## config.mk

```make
export PLATFORM = sky130hd
export DESIGN_NAME = elastic_skid_fifo
export DESIGN_NICKNAME = d
export VERILOG_FILES = /design/src/rtl/elastic_skid_fifo.sv
export SDC_FILE = /design/constraint.sdc
export NUM_CORES = 1
export LEC_CHECK = 0
export BUFFER_PORTS_ARGS = -buffer_cell sky130_fd_sc_hd__buf_2
export CAP_MARGIN = 10
export CORE_MARGIN = 4
export CORE_UTILIZATION = 55
export CTS_BUF_LIST = sky130_fd_sc_hd__clkbuf_16
export DETAILED_ROUTE_END_ITERATION = 8
export PLACE_DENSITY_LB_ADDON = 0.25
export SLEW_MARGIN = 10
export SYNTH_ARGS = -nofsm -noshare
export SYNTH_HDL_FRONTEND = slang
export SYNTH_SLANG_ARGS = --single-unit
```

## constraint.sdc

```tcl
create_clock -name clk -period 6.8 [get_ports clk]
set_input_delay 0.68 -clock clk [delete_from_list [all_inputs] [get_ports clk]]
set_output_delay 0.68 -clock clk [all_outputs]
set_load 0.1 [all_outputs]
```

## src/rtl/elastic_skid_fifo.sv

```systemverilog
// Elastic valid/busy buffer: registered head word plus a circular RAM behind it.
// Busy, valid, data, occupancy and almost-full are all driven from flops.
module elastic_skid_fifo #(
  parameter int D_W      = 32,
  parameter int DEPTH    = 4,
  parameter int AF_LEVEL = 3
) (
  input  logic                       clk,
  input  logic                       rst,
  input  logic                       flush,
  input  logic                       i_v,
  input  logic [D_W-1:0]             i_d,
  output logic                       i_b,
  output logic                       o_v,
  output logic [D_W-1:0]             o_d,
  input  logic                       o_b,
  output logic [$clog2(DEPTH+1)-1:0] count,
  output logic                       almost_full
);

  localparam int RAM_D = DEPTH - 1;
  localparam int PW    = (RAM_D > 1) ? $clog2(RAM_D) : 1;
  localparam int CW    = $clog2(DEPTH + 1);
  localparam logic [PW-1:0] PTR_LAST = PW'(RAM_D - 1);

  logic [D_W-1:0] ram [RAM_D];

  logic           o_v_q, o_v_d;
  logic [D_W-1:0] o_d_q, o_d_d;
  logic           i_b_q, i_b_d;
  logic           af_q, af_d;
  logic [CW-1:0]  count_q, count_d;
  logic [PW-1:0]  rd_ptr_q, rd_ptr_d;
  logic [PW-1:0]  wr_ptr_q, wr_ptr_d;

  logic push, pop, ram_empty, load_out, ram_we;

  function automatic logic [PW-1:0] ptr_inc(input logic [PW-1:0] p);
    return (p == PTR_LAST) ? '0 : p + 1'b1;
  endfunction

  always_comb begin
    push      = i_v & ~i_b_q;
    pop       = o_v_q & ~o_b;
    // RAM occupancy is total occupancy minus the head word
    ram_empty = (count_q == CW'(o_v_q));
    load_out  = ~o_v_q | pop;
    ram_we    = push & ~(load_out & ram_empty) & ~flush & ~rst;

    o_v_d    = o_v_q;
    o_d_d    = o_d_q;
    rd_ptr_d = rd_ptr_q;
    wr_ptr_d = wr_ptr_q;

    if (load_out) begin
      if (!ram_empty) begin
        o_v_d    = 1'b1;
        o_d_d    = ram[rd_ptr_q];
        rd_ptr_d = ptr_inc(rd_ptr_q);
      end else if (push) begin
        o_v_d = 1'b1;
        o_d_d = i_d;
      end else begin
        o_v_d = 1'b0;
      end
    end
    if (ram_we) begin
      wr_ptr_d = ptr_inc(wr_ptr_q);
    end

    count_d = count_q + CW'(push) - CW'(pop);
    i_b_d   = (count_d == CW'(DEPTH));
    af_d    = (count_d >= CW'(AF_LEVEL));

    if (flush) begin
      o_v_d    = 1'b0;
      count_d  = '0;
      i_b_d    = 1'b0;
      af_d     = 1'b0;
      rd_ptr_d = '0;
      wr_ptr_d = '0;
    end
  end

  always_ff @(posedge clk) begin
    if (rst) begin
      o_v_q    <= 1'b0;
      o_d_q    <= '0;
      i_b_q    <= 1'b0;
      af_q     <= 1'b0;
      count_q  <= '0;
      rd_ptr_q <= '0;
      wr_ptr_q <= '0;
    end else begin
      o_v_q    <= o_v_d;
      o_d_q    <= o_d_d;
      i_b_q    <= i_b_d;
      af_q     <= af_d;
      count_q  <= count_d;
      rd_ptr_q <= rd_ptr_d;
      wr_ptr_q <= wr_ptr_d;
    end
  end

  always_ff @(posedge clk) begin
    if (ram_we) begin
      ram[wr_ptr_q] <= i_d;
    end
  end

  assign i_b         = i_b_q;
  assign o_v         = o_v_q;
  assign o_d         = o_d_q;
  assign count       = count_q;
  assign almost_full = af_q;

endmodule

```

==> results.toml <==
[synth]
synth_top_area_share_pct = 53.3
ys_top_cells_by_area = "edfxtp_1, dfxtp_1, mux2i_1"
synth_area_mm2 = 0.00541
synth_common_cells = "edfxtp_1, dfxtp_1, nor2_1"
ys_seq_elements = 140
netlist_instances = 403
synth_area_per_cell_um2 = 13.4
synth_edf_count = 96
yosysTopAreaCell = "edfxtp_1"
synth.most_common_cell = "edfxtp_1"
synthArstFlopShare_pct = 0
ys.warnings.count = 0
ys_types = 31
ys_seq_area_share_pct = 69.6
synth_nets = 443
ys.flop_type = "edfxtp_1"

[routing]
wire_per_inst_um = 18.5
vias = 3568
first_pass_iters = 5
via_per_inst = 5.83
ant_nets = 0
drtIter0Drc = 230
routed_wl_um = 11300
drc = 0

[floorplanning]
io_pins = 75
row_count = 35
die_area_mm2 = 0.0115
die_x_um = 107
die_h_um = 107
fp.coreArea_mm2 = 0.00942
start_util_pct = 57.5

[placed_design]
port_buffers = 74
hpwl_um = 6370
place_inst = 580
dpl_cell_area_mm2 = 0.00589
gp_congestion = 0.775

[clock_network]
clk_pin_slew_ns = 0.06
cts_hold_buf = 0
clk_latency_ns = 0.41
h-tree-depth = 4
clock_tree.buffer_depth = 2
cts_setup_buffers = 0
cts_buffers = 17
root_buffer = "clkbuf_16"
cts_resized = 0
cts_tree = "yes"
cts_sinks = 140

[layout]
num-nets-final = 510
stdcell_count = 612
final_area_mm2 = 0.00644
syn2layout_area_growth_pct = 19.1
final_util_pct = 68.5
diodes = 0
layout-drive-gt1-share_pct = 24.2

[sta]
hold_slack_ns = 0.483
rsz0062_at_grt = "false"
final-hold-violation-count = 0
fin_setup_tns_ns = 0
min_period_ns = 3.25
fmax_ghz = 0.308
relSlewSlack_pct = 19.6
setup_viol = 0
finalCritPeriodShare_pct = 47.8
slew_viol_final = 0
fin_skew_ns = 0.0106
tightest_slew_ns = 1.21

[pwr]
p_int_mw = 1.55
powerDensity_mw_per_mm2 = 348
seqPwrFrac_pct = 43.5
ir_worst_vdd_mv = 0.227
power.share.combinational_pct = 18.7
clkPwrFrac_pct = 37.8
switching_share_pct = 30.9
power.switching_uw = 693
cellLeakagePower_nw = 2.36

[setup_path]
crit_family = "simple AND/OR/NAND/NOR gates"
crit_buf_inv = 1
arrival_ns = 3.32
required_ns = 6.87
path_cells = "xnor2_2, and2_1, a21o_1, nor4b_2, buf_4"
crit_fanout = 37
startpoint_type = "register"
critPathSlowestCell = "nor4b_2"
max_stage_delay_ns = 0.87
cp-end-kind = "register"
worst-setup-path-type = "register to register"

[grt]
grt-ovfl-total = 0
grt_use_total_pct = 20.3
grt_pass1_wl_um = 17900
grt_max_degree = 65
grt_pass1_vias = 3549
antenna_found_initial = 0

[flow_run]
max-cap-violations = 0

[status]
status = "finished clean"

[worst_hold_path]
hold_class = "input pin to register"
## cells by family after synthesis
family	after synthesis	share of synthesized area [%]
AOI/OAI and AO/OA	107	13.9
xor gates and xnor gates	2	0.463
adders and majority gates	3	0.833
buffers and inverters	35	2.59
DFF	140	69.6
muxes	32	5.92
and+or+nand+nor	84	6.73
## sequential cells by signal, summed over array words and instances (netlist names), named ones only
signal and flops:
ram 96, o_d 32, count 3, rd_ptr_q 2
wr_ptr_q 2, almost_full 1, i_b 1, o_v 1
## path summary, 6_finish.rpt
path | from | cells after the start | slack [ns] | endpoint
setup / recovery | o_v$_SDFFE_PP0N_ | 5 | 3.55 | ram[2][16]$_DFFE_PP_
hold / removal | i_d[27] | 1 | 0.48 | ram[2][27]$_DFFE_PP_
setup reg to reg | o_v$_SDFFE_PP0N_ | 5 | 3.55 | ram[2][16]$_DFFE_PP_
hold reg to reg | o_d[18]$_SDFFE_PP0P_ | 2 | 0.50 | o_d[18]$_SDFFE_PP0P_
## layout make-up
cell class	count	area (µm²)
Clock inverter	14	106
Sequential cell	140	3760
Timing Repair Buffer	80	415
Multi-Input combinational cell	228	1540
Fill cell	668	2970
Clock buffer	18	450
Tap cell	129	161
Inverter	3	11.3
## power groups by stage
| stage | clock network [mW] | registers, mW | logic (mW) |
|---|---|---|---|
| floorplan | 0 | 1.20 | 0.123 |
| global placement | 0 | 0.992 | 0.415 |
| detailed placement | 0 | 0.993 | 0.419 |
| CTS | 0.857 | 0.976 | 0.421 |
| global route | 0.896 | 0.980 | 0.443 |
| finish | 0.848 | 0.975 | 0.420 |
## placed cells by master (no fill, tap or decap), types with 2 or more instances in the layout
master      synthesis  layout
edfxtp_1           96      96
buf_2               7      74
dfxtp_1            44      43
nor2_1             36      36
nand2_1            34      34
o21ai_0            33      33
mux2i_1            32      32
o211ai_1           32      32
a311oi_1           32      32
clkbuf_16           0      18
buf_4               0       6
inv_1               2       4
and2_1              4       4
clkinvlp_4          0       4
clkinv_1            0       3
a31oi_1             3       2
nor4b_2             0       2
a21o_1              2       2
a21oi_1             2       2
a31o_2              2       2
ha_1                2       2
clkinv_2            0       2
clkinv_4            0       2
## through the flow
stage	worst slack, ns	power, mW
after floorplan	1.18	1.32
after global placement	3.66	1.41
after detailed placement	3.55	1.41
after CTS	3.52	2.25
after global routing	3.35	2.32
final	3.55	2.24
## per-layer routing
layer | wire [µm] | global-route usage, %
met5 | 0 | 0
met4 | 141 | 7.58
met3 | 860 | 5.24
met2 | 5480 | 32.8
met1 | 4850 | 26.3
Note: power is estimated with default switching activity, not from simulation.
